File: config.mk
export PLATFORM = sky130hd
export DESIGN_NAME = mmio_datamem_flat
export DESIGN_NICKNAME = d
export VERILOG_FILES = /design/src/rtl/mmio_datamem_if.sv /design/src/rtl/mmio_datamem.sv /design/src/flat_wrapper.sv
export SDC_FILE = /design/constraint.sdc
export NUM_CORES = 2
export LEC_CHECK = 0
export CAP_MARGIN = 20
export CORE_ASPECT_RATIO = 1.1
export CORE_MARGIN = 2
export CORE_UTILIZATION = 50
export CTS_BUF_LIST = sky130_fd_sc_hd__clkbuf_4 sky130_fd_sc_hd__clkbuf_8
export DETAILED_ROUTE_END_ITERATION = 8
export DONT_BUFFER_PORTS = 1
export GPL_ROUTABILITY_DRIVEN = 1
export PLACE_DENSITY = 0.76
export SYNTH_ARGS = -nofsm -noshare
export SYNTH_HDL_FRONTEND = slang
export SYNTH_SLANG_ARGS = --single-unit
export TNS_END_PERCENT = 5
File: constraint.sdc
create_clock -name clk -period 8.8 [get_ports clk]
set_clock_uncertainty 0.1 [all_clocks]
set_input_delay 0.88 -clock clk [delete_from_list [all_inputs] [get_ports clk]]
set_output_delay 0.88 -clock clk [all_outputs]
set_load 0.01 [all_outputs]
File: src/rtl/mmio_datamem_if.sv
// mmio_datamem_if: CPU data-port bundle for the mmio_datamem subsystem.
//
// Signals
//   req   : access request, held high with stable we/addr/wdata until ready
//   we    : 1 = write, 0 = read
//   addr  : byte address, addr[1:0] ignored
//   wdata : store data
//   rdata : load data, valid while ready = 1
//   ready : one-cycle completion pulse
//   err   : pulses with ready when the access hit an unimplemented location
//
// Handshake: the master raises req and keeps we/addr/wdata stable until it
// sees ready. The slave accepts the request only while idle, and it produces
// exactly one ready pulse per accepted access. If req is still high in the
// cycle after ready, the slave treats it as a new request.
interface mmio_datamem_if;
  logic        req;
  logic        we;
  logic [31:0] addr;
  logic [31:0] wdata;
  logic [31:0] rdata;
  logic        ready;
  logic        err;

  modport master (output req, we, addr, wdata, input rdata, ready, err);
  modport slave  (input req, we, addr, wdata, output rdata, ready, err);
endinterface

File: src/rtl/mmio_datamem.sv
// mmio_datamem: word-addressed data RAM plus memory-mapped I/O channels,
// served through a request/ready handshake with programmable wait states.
//
// Address map (only addr[7:0] is decoded):
//   0x00..0x7F : RAM words. Locations at or above 4*2^ADDR_W flag err.
//   0x80..0xBF : input channel addr[4:2], read-only (synchronised io_in).
//   0xC0..0xFF : output register addr[4:2], read/write.
//   A channel index >= IO_CH flags err.
//
// Ports
//   clk      : system clock, rising edge
//   rst_n    : asynchronous active-low reset
//   bus      : slave side of the CPU data port (see mmio_datamem_if)
//   io_in_i  : 32*IO_CH asynchronous input channels, channel i at [32i+31:32i]
//   io_out_o : 32*IO_CH registered output channels, same packing
//   state_o  : current FSM state (0 idle, 1 wait, 2 done), for debug
module mmio_datamem #(
  parameter int ADDR_W = 6,
  parameter int IO_CH  = 4,
  parameter int WAIT   = 1
) (
  input  logic                  clk,
  input  logic                  rst_n,
  mmio_datamem_if.slave         bus,
  input  logic [32*IO_CH-1:0]   io_in_i,
  output logic [32*IO_CH-1:0]   io_out_o,
  output logic [1:0]            state_o
);

  typedef enum logic [1:0] {
    S_IDLE = 2'd0,
    S_WAIT = 2'd1,
    S_DONE = 2'd2
  } state_e;

  localparam logic [2:0]  WAIT_L    = 3'(WAIT);
  localparam logic [31:0] RAM_BYTES = 32'(4) << ADDR_W;

  state_e      state_q;
  logic [2:0]  cnt_q;
  logic        we_q;
  logic [31:0] addr_q;
  logic [31:0] wdata_q;
  logic        ready_q;
  logic        err_q;
  logic [31:0] rdata_q;
  logic [31:0] io_out_q [IO_CH];
  logic [31:0] sync1_q  [IO_CH];
  logic [31:0] sync2_q  [IO_CH];
  logic [31:0] ram_q    [2**ADDR_W];

  // The edge that enters DONE commits writes and captures read data. With
  // WAIT = 0 that edge is the acceptance edge, so the request is taken
  // straight from the bus. Otherwise the latched copy is used.
  logic              in_idle;
  logic              acc_we;
  logic [31:0]       acc_addr;
  logic [31:0]       acc_wdata;
  logic              enter_done;
  logic              is_ram;
  logic              is_in;
  logic              is_out;
  logic              ram_oob;
  logic              ch_ok;
  logic [2:0]        ch;
  logic [ADDR_W-1:0] ram_idx;
  logic              acc_err;
  logic [31:0]       rd_val;
  logic              ram_we;

  always_comb begin
    in_idle    = (state_q == S_IDLE);
    acc_we     = in_idle ? bus.we    : we_q;
    acc_addr   = in_idle ? bus.addr  : addr_q;
    acc_wdata  = in_idle ? bus.wdata : wdata_q;
    enter_done = (in_idle && bus.req && (WAIT == 0)) ||
                 ((state_q == S_WAIT) && (cnt_q == 3'd1));

    is_ram  = !acc_addr[7];
    is_in   = (acc_addr[7:6] == 2'b10);
    is_out  = (acc_addr[7:6] == 2'b11);
    ram_oob = is_ram && ({24'd0, acc_addr[7:0]} >= RAM_BYTES);
    ch      = acc_addr[4:2];
    ch_ok   = (int'({29'd0, ch}) < IO_CH);
    ram_idx = acc_addr[ADDR_W+1:2];

    acc_err = ram_oob || (is_in && (acc_we || !ch_ok)) || (is_out && !ch_ok);

    rd_val = '0;
    if (is_ram && !ram_oob) begin
      rd_val = ram_q[ram_idx];
    end
    for (int i = 0; i < IO_CH; i++) begin
      if (ch == 3'(i)) begin
        if (is_in)  rd_val = sync2_q[i];
        if (is_out) rd_val = io_out_q[i];
      end
    end

    // Gating with rst_n keeps a WAIT = 0 request from committing on an edge
    // that arrives while reset is held.
    ram_we = enter_done && acc_we && is_ram && !ram_oob && rst_n;
  end

  // RAM is deliberately not reset, so contents survive a reset.
  always_ff @(posedge clk) begin
    if (ram_we) begin
      ram_q[ram_idx] <= acc_wdata;
    end
  end

  // Two-flop synchroniser per input channel.
  always_ff @(posedge clk or negedge rst_n) begin
    if (!rst_n) begin
      for (int i = 0; i < IO_CH; i++) begin
        sync1_q[i] <= '0;
        sync2_q[i] <= '0;
      end
    end else begin
      for (int i = 0; i < IO_CH; i++) begin
        sync1_q[i] <= io_in_i[32*i +: 32];
        sync2_q[i] <= sync1_q[i];
      end
    end
  end

  always_ff @(posedge clk or negedge rst_n) begin
    if (!rst_n) begin
      state_q <= S_IDLE;
      cnt_q   <= '0;
      we_q    <= 1'b0;
      addr_q  <= '0;
      wdata_q <= '0;
      ready_q <= 1'b0;
      err_q   <= 1'b0;
      rdata_q <= '0;
      for (int i = 0; i < IO_CH; i++) begin
        io_out_q[i] <= '0;
      end
    end else begin
      ready_q <= enter_done;
      err_q   <= enter_done && acc_err;
      if (enter_done) begin
        rdata_q <= acc_we ? 32'd0 : rd_val;
        if (acc_we && is_out) begin
          for (int i = 0; i < IO_CH; i++) begin
            if (ch == 3'(i)) io_out_q[i] <= acc_wdata;
          end
        end
      end

      case (state_q)
        S_IDLE: begin
          if (bus.req) begin
            we_q    <= bus.we;
            addr_q  <= bus.addr;
            wdata_q <= bus.wdata;
            cnt_q   <= WAIT_L;
            state_q <= (WAIT == 0) ? S_DONE : S_WAIT;
          end
        end
        S_WAIT: begin
          if (cnt_q == 3'd1) begin
            state_q <= S_DONE;
          end else begin
            cnt_q <= cnt_q - 3'd1;
          end
        end
        default: state_q <= S_IDLE;
      endcase
    end
  end

  always_comb begin
    io_out_o = '0;
    for (int i = 0; i < IO_CH; i++) begin
      io_out_o[32*i +: 32] = io_out_q[i];
    end
  end

  assign bus.ready = ready_q;
  assign bus.err   = err_q;
  assign bus.rdata = rdata_q;
  assign state_o   = state_q;

endmodule
File: src/flat_wrapper.sv
// flat-port wrapper written by rule: the top's interface ports become plain ports
module mmio_datamem_flat 
#(
  parameter int ADDR_W = 6,
  parameter int IO_CH  = 4,
  parameter int WAIT   = 1
)
  (clk, rst_n, io_in_i, io_out_o, state_o, bus_req, bus_we, bus_addr, bus_wdata, bus_rdata, bus_ready, bus_err);
  mmio_datamem_if bus_i ();
  input  logic clk;
  input  logic rst_n;
  input  logic [32*IO_CH-1:0] io_in_i;
  output logic [32*IO_CH-1:0] io_out_o;
  output logic [1:0] state_o;
  input wire logic [$bits(bus_i.req)-1:0] bus_req;
  input wire logic [$bits(bus_i.we)-1:0] bus_we;
  input wire logic [$bits(bus_i.addr)-1:0] bus_addr;
  input wire logic [$bits(bus_i.wdata)-1:0] bus_wdata;
  output wire logic [$bits(bus_i.rdata)-1:0] bus_rdata;
  output wire logic [$bits(bus_i.ready)-1:0] bus_ready;
  output wire logic [$bits(bus_i.err)-1:0] bus_err;
  assign bus_i.req = bus_req;
  assign bus_i.we = bus_we;
  assign bus_i.addr = bus_addr;
  assign bus_i.wdata = bus_wdata;
  assign bus_rdata = bus_i.rdata;
  assign bus_ready = bus_i.ready;
  assign bus_err = bus_i.err;
  mmio_datamem #(.ADDR_W(ADDR_W), .IO_CH(IO_CH), .WAIT(WAIT)) u_core (.clk(clk), .rst_n(rst_n), .bus(bus_i), .io_in_i(io_in_i), .io_out_o(io_out_o), .state_o(state_o));
endmodule
# Word-level counts from Yosys, hierarchy flattened

Memory sizes are Yosys's and may differ from the RTL's.
Cells that the tools add are included.

Memories: 1
Register bits: 464
Bits of input ports: 196
Logic and storage cells: 80
Output and inout bits: 164
RAM bits: 2048

Memory list:

| memory       | depth | bits a word | rd ports | clocked after Yosys merged registers in | write ports | line               | source |
|---|---|---|---|---|---|---|---|
| u_core.ram_q | 64    | 32          | 1        | 0                                       | 1           | mmio_datamem.sv:50 | `logic [31:0] ram_q [2**ADDR_W];` |

Mux-type cells: 25
Magnitude comparators: 1
Reductions and logical operators: 22
Add/subtract/negate cells: 1
Equality and inequality tests: 10

Operators by type and width:

| operator                                                               | count |
|---|---|
| 32-bit two-way mux                                                     | 15 |
| 3-bit AND reduction                                                    | 5 |
| 1-bit logical AND                                                      | 8 |
| 8-bit two-way mux                                                      | 1 |
| 3-bit by 1-bit equality test with 1-bit output (second input constant) | 2 |
| 3-bit by 2-bit equality test with 1-bit output (second input constant) | 2 |
| 3-bit two-way mux                                                      | 2 |
| 2-bit != test (second input constant)                                  | 3 |
| 3-bit case mux with 2 select lines                                     | 1 |
| 2-bit equality test (second input constant)                            | 2 |
| 2-bit two-way mux                                                      | 2 |
| 2-bit case mux with 2 select lines                                     | 1 |
| 2-bit AND reduction                                                    | 2 |
| 3-bit zero test                                                        | 1 |
| 3-bit less-than comparator (second input constant)                     | 1 |
| 1-bit two-way mux                                                      | 3 |
| 3-bit by 1-bit subtractor with 3-bit output (second input constant)    | 1 |
| 2-bit by 1-bit equality test with 1-bit output (second input constant) | 1 |
| 1-bit zero test                                                        | 2 |
| 2-bit zero test                                                        | 1 |
| 1-bit logical OR                                                       | 2 |
| 2-bit nonzero test                                                     | 1 |

# Logic depth before layout (Yosys ltp)

An unclocked memory read counts as a cell.

Word-level depth: 17
Mapped depth: 14
Mapped depth without buffers: 9

# Worst setup path after synthesis

No wires, ideal clock.

Path kind: input to register
Start: input port bus_addr[7]
End: memory u_core.ram_q[7][0], enable pin
Required time: 8.239 ns
Buffers on the path: 0
Slack: 3.975 ns
Stages: 5
Arrival time: 4.264 ns
Cell sequence: or4_1 -> o31ai_1 -> and2_1 -> nand4_1 -> nor3_1

Word-level cells in the longest chain between the ends: 6

RTL lines:

| item                                    | line                | source |
|---|---|---|
| start, declared                         | flat_wrapper.sv:17  | `input wire logic [$bits(bus_i.addr)-1:0] bus_addr;` |
| 8-bit two-way mux *                     | mmio_datamem.sv:74  | `acc_addr = in_idle ? bus.addr : addr_q;` |
| 1-bit zero test                         | mmio_datamem.sv:79  | `is_ram = !acc_addr[7];` |
| 1-bit logical AND (2 in a row)          | mmio_datamem.sv:102 | `ram_we = enter_done && acc_we && is_ram && !ram_oob && rst_n;` |
| 1-bit two-way mux                       | mmio_datamem.sv:107 | `if (ram_we) begin` |
| 1-bit two-way mux (implied by the code) | mmio_datamem.sv:108 | `ram_q[ram_idx] <= acc_wdata;` |
| end, declared                           | mmio_datamem.sv:50  |  |

Every way passes the cells marked *; elsewhere a longest branch is shown, timed or not.

# Worst setup path in the final report

Start: register u_core.state_q[0] (netlist: u_core.state_o[0])
End: memory u_core.ram_q[12][1], enable pin

Word-level cells in the longest chain between the ends: 7

RTL lines:

| item                                                                              | line                                    | source |
|---|---|---|
| start, declared                                                                   | mmio_datamem.sv:39                      | `state_e state_q;` |
| start signal, assigned                                                            | mmio_datamem.sv:159                     | `state_q <= (WAIT == 0) ? S_DONE : S_WAIT;` |
| 2-bit by 1-bit equality test with 1-bit output or 2-bit zero test (tied branches) | mmio_datamem.sv:77, mmio_datamem.sv:72  |  |
| 1-bit logical AND (tied with other cells)                                         | mmio_datamem.sv:77                      | `((state_q == S_WAIT) && (cnt_q == 3'd1));` |
| 1-bit logical AND or 1-bit zero test (tied branches)                              | mmio_datamem.sv:102, mmio_datamem.sv:79 |  |
| 1-bit logical AND (2 in a row)                                                    | mmio_datamem.sv:102                     |  |
| 1-bit two-way mux                                                                 | mmio_datamem.sv:107                     |  |
| 1-bit two-way mux (implied by the code)                                           | mmio_datamem.sv:108                     |  |

Parallel ways exist; a longest one is shown, timed or not.

==> results.md <==
- Syn Nets: between 3000 and 4000
- Number of global-route vias before repair: roughly 34000
- P&R area growth vs syn: 13.6%
- Seq/Total Area, Yosys: 0.792
- CTS max path bufs: 3
- Worst-path maximum fanout: 22
- Register bit count reported by yosys: 1486
- DRT Wirelength: 156000 um
- Util after Layout: 0.574
- Routed length per instance: 30.0 um
- Worst hold path type: in -> async
- Startpoint type of the worst setup path: flip-flop
- CTS tree: yes
- Commonest non-fill, non-tap cell in the layout: edfxtp_1
- Core ar.: ~0.11 mm^2
- DR pass1 iterations: 8
- Setup slack, reg-to-reg: 3370 ps
- Syn Std Cell Area: 0.0534 mm^2
- Placed cell count: between 4000 and 5000
- Die Y: 347 um
- Period utilisation layout: 0.618
- Synth warnings: 0
- Num CTS Buffers: between 150 and 200
- Die width: 316 um
- Final setup vio count: 0
- Vias per Instance: 6.62
- Die ar.: 0.109 mm^2
- Synth Flop Type: edfxtp_1
- Worst Path Class, Setup: reg -> reg
- EDFF count, synth: around 1000
- Initial drt markers: 5080
- Fin Setup TNS: 0 ps
- Failing checks: hold timing
- Finished Layout Cells: 5216
- Crit path required time: 9180 ps
- Fillers: 7565
- Clock transition at the registers of the reported paths: 70 ps
- PD cells: 333 mW/mm^2
- Leakage: around 21 nW
- Root Driver: clkbuf_8
- Syn Inst Count: 3455
- Outcome: complete, but fails checks
- Antenna violations before repair: 8
- Slew @ Worst Pin: 1110 ps
- Gpl congestion: a little under 0.9
- Min Clock Period, post-route: 5430 ps
- Post-synth top area share: 0.576
- Number of clock sinks: 1486
- Via count: between 30000 and 40000
- PnR Total Power: between 20 and 25 mW
- Layout cells sized above 1: 0.137
- Minimum hold slack: -402 ps
- Drt drc: 0
- Finished Cell Area: 0.0607 mm^2
- Syn Area/Cell: ~15 um^2
- DP HPWL: 87000 um
- Max_slew headroom: 0.240
- NumNets Final: 3854
- R2R depth: 6
- Data arrival, critical path: 5810 ps
- Worst r2r src: u_core.state_o[0]$_DFFE_PN0P_
- Largest net degree at the start of global routing: 466
- Worst ir drop on vdd: between 300 and 400 uV
- Pre-CTS setup slack: 3490 ps
- R2R Path End: u_core.ram_q[12][1]$_DFFE_PP_
- Global-route usage over all layers: 0.281
- Max Freq: 0.184 GHz
- Async set or reset register ratio after synthesis: 0.311
- Num rows: between 100 and 150
- RSZ-0062 raised after global routing: no
- CP endpoint kind: flip-flop
- Total grt overflow: 0
- Worst setup slack after layout: 3370 ps
- ANT nets after route: 0
- Max Slew Vio Count: 0
- Starting Density: 0.505
- Dpl cell area: 0.0553 mm^2
- I/O Buffers: 0
- First-pass GRT wire length: about 230000 um
- Synth top area cells: edfxtp_1 (58%), dfrtp_1 (22%), o22ai_1 (5.9%)
- H-tree Lvls: 4
- Cts repair resizes: 0
- Dominant cell type by area after synthesis: edfxtp_1
- Endpoints failing hold: approximately 460
- Clk Latency, worst-skew pair: 870 ps
- Distinct cells, synth: 64
- IO Count: 360
- Maxcap violations: 0
- Cts hold-fix bufs: between 100 and 150
- Commonest non-fill, non-tap cells in the layout: edfxtp_1 (1024), o22ai_1 (506), dfrtp_1 (462), nor3_1 (246), clkbuf_8 (212)
## synthesized netlist by cell type, types with 20 or more instances
cell	n
nor2_1	191
edfxtp_1	1024
clkbuf_1	100
nand3_1	42
nand2_1	159
nor4_1	22
o221ai_1	29
buf_2	95
dfrtp_1	462
mux2i_1	65
buf_1	20
a21oi_1	181
o21ai_0	33
inv_1	41
nor3_1	250
mux2_2	38
or3_1	21
o22ai_1	506
## critical path, stage by stage (launching register included)
cell and delay, ps:
dfrtp_1 860, or2_1 800, mux2i_1 500, nor2b_1 820
nand2_1 670, nor2_4 700, buf_4 550
## sequential cells by signal (all words and copies together) (netlist names), 3 cells and up
name,flops
u_core.wdata_q,32
u_core.bus.rdata,32
u_core.io_out_o,128
u_core.cnt_q,3
u_core.addr_q,6
u_core.sync2_q,128
u_core.ram_q,1024
u_core.sync1_q,128
## power by group
group / switching [mW] / internal, mW
clock network: 2.50 / 2.75
registers: 0.583 / 8.75
logic: 4.16 / 1.47
total: 7.25 / 13.0
## layout make-up
type                            count  area, um^2  share of cell area
Antenna cell                        3        7.51            0.000124
Clock buffer                      286        3470              0.0573
Clock inverter                     73         567             0.00934
Inverter                           41         154             0.00254
Multi-Input combinational cell   1707       10300               0.170
Sequential cell                  1486       42300               0.697
Tap cell                         1397        1750              0.0288
Timing Repair Buffer              223        2070              0.0340
## worst max-delay path by stage
stage | startpoint | to | cells past startpoint
6_report | u_core.state_o[0]$_DFFE_PN0P_ | u_core.ram_q[12][1]$_DFFE_PP_ | 6
5_1_grt | u_core.state_o[0]$_DFFE_PN0P_ | u_core.ram_q[19][31]$_DFFE_PP_ | 6
4_1_cts | u_core.state_o[0]$_DFFE_PN0P_ | u_core.ram_q[11][3]$_DFFE_PP_ | 6
3_5_place_dp | u_core.state_o[0]$_DFFE_PN0P_ | u_core.ram_q[12][8]$_DFFE_PP_ | 6
3_3_place_gp | u_core.state_o[0]$_DFFE_PN0P_ | u_core.ram_q[8][26]$_DFFE_PP_ | 6
2_1_floorplan | bus_addr[7] | u_core.ram_q[7][0]$_DFFE_PP_ | 5
## logic make-up after synthesis
kind of cell / after synthesis / share of synthesized area
DFF: 1486 / 0.792
AOI/OAI and AO/OA: 855 / 0.100
and+or+nand+nor: 745 / 0.0649
buffers and inverters: 262 / 0.0213
muxes: 105 / 0.0209
adders and majority gates: 2 / 0.000468
## repair_timing
| item | in CTS | in global routing |
|---|---|---|
| buffers inserted | 0 | 0 |
| hold endpoints to repair | 593 | 462 |
| endpoints found under the setup margin | 0 | 0 |
## layer usage
metal	GRT usage	part of all wire	vias to the layer above
li1	-	-	13900
met1	0.345	0.33	17100
met2	0.437	0.47	2915
met3	0.0911	0.14	604
met4	0.167	0.062	6
met5	0	0.00025	-
Note: power is estimated with default switching activity, not from simulation.
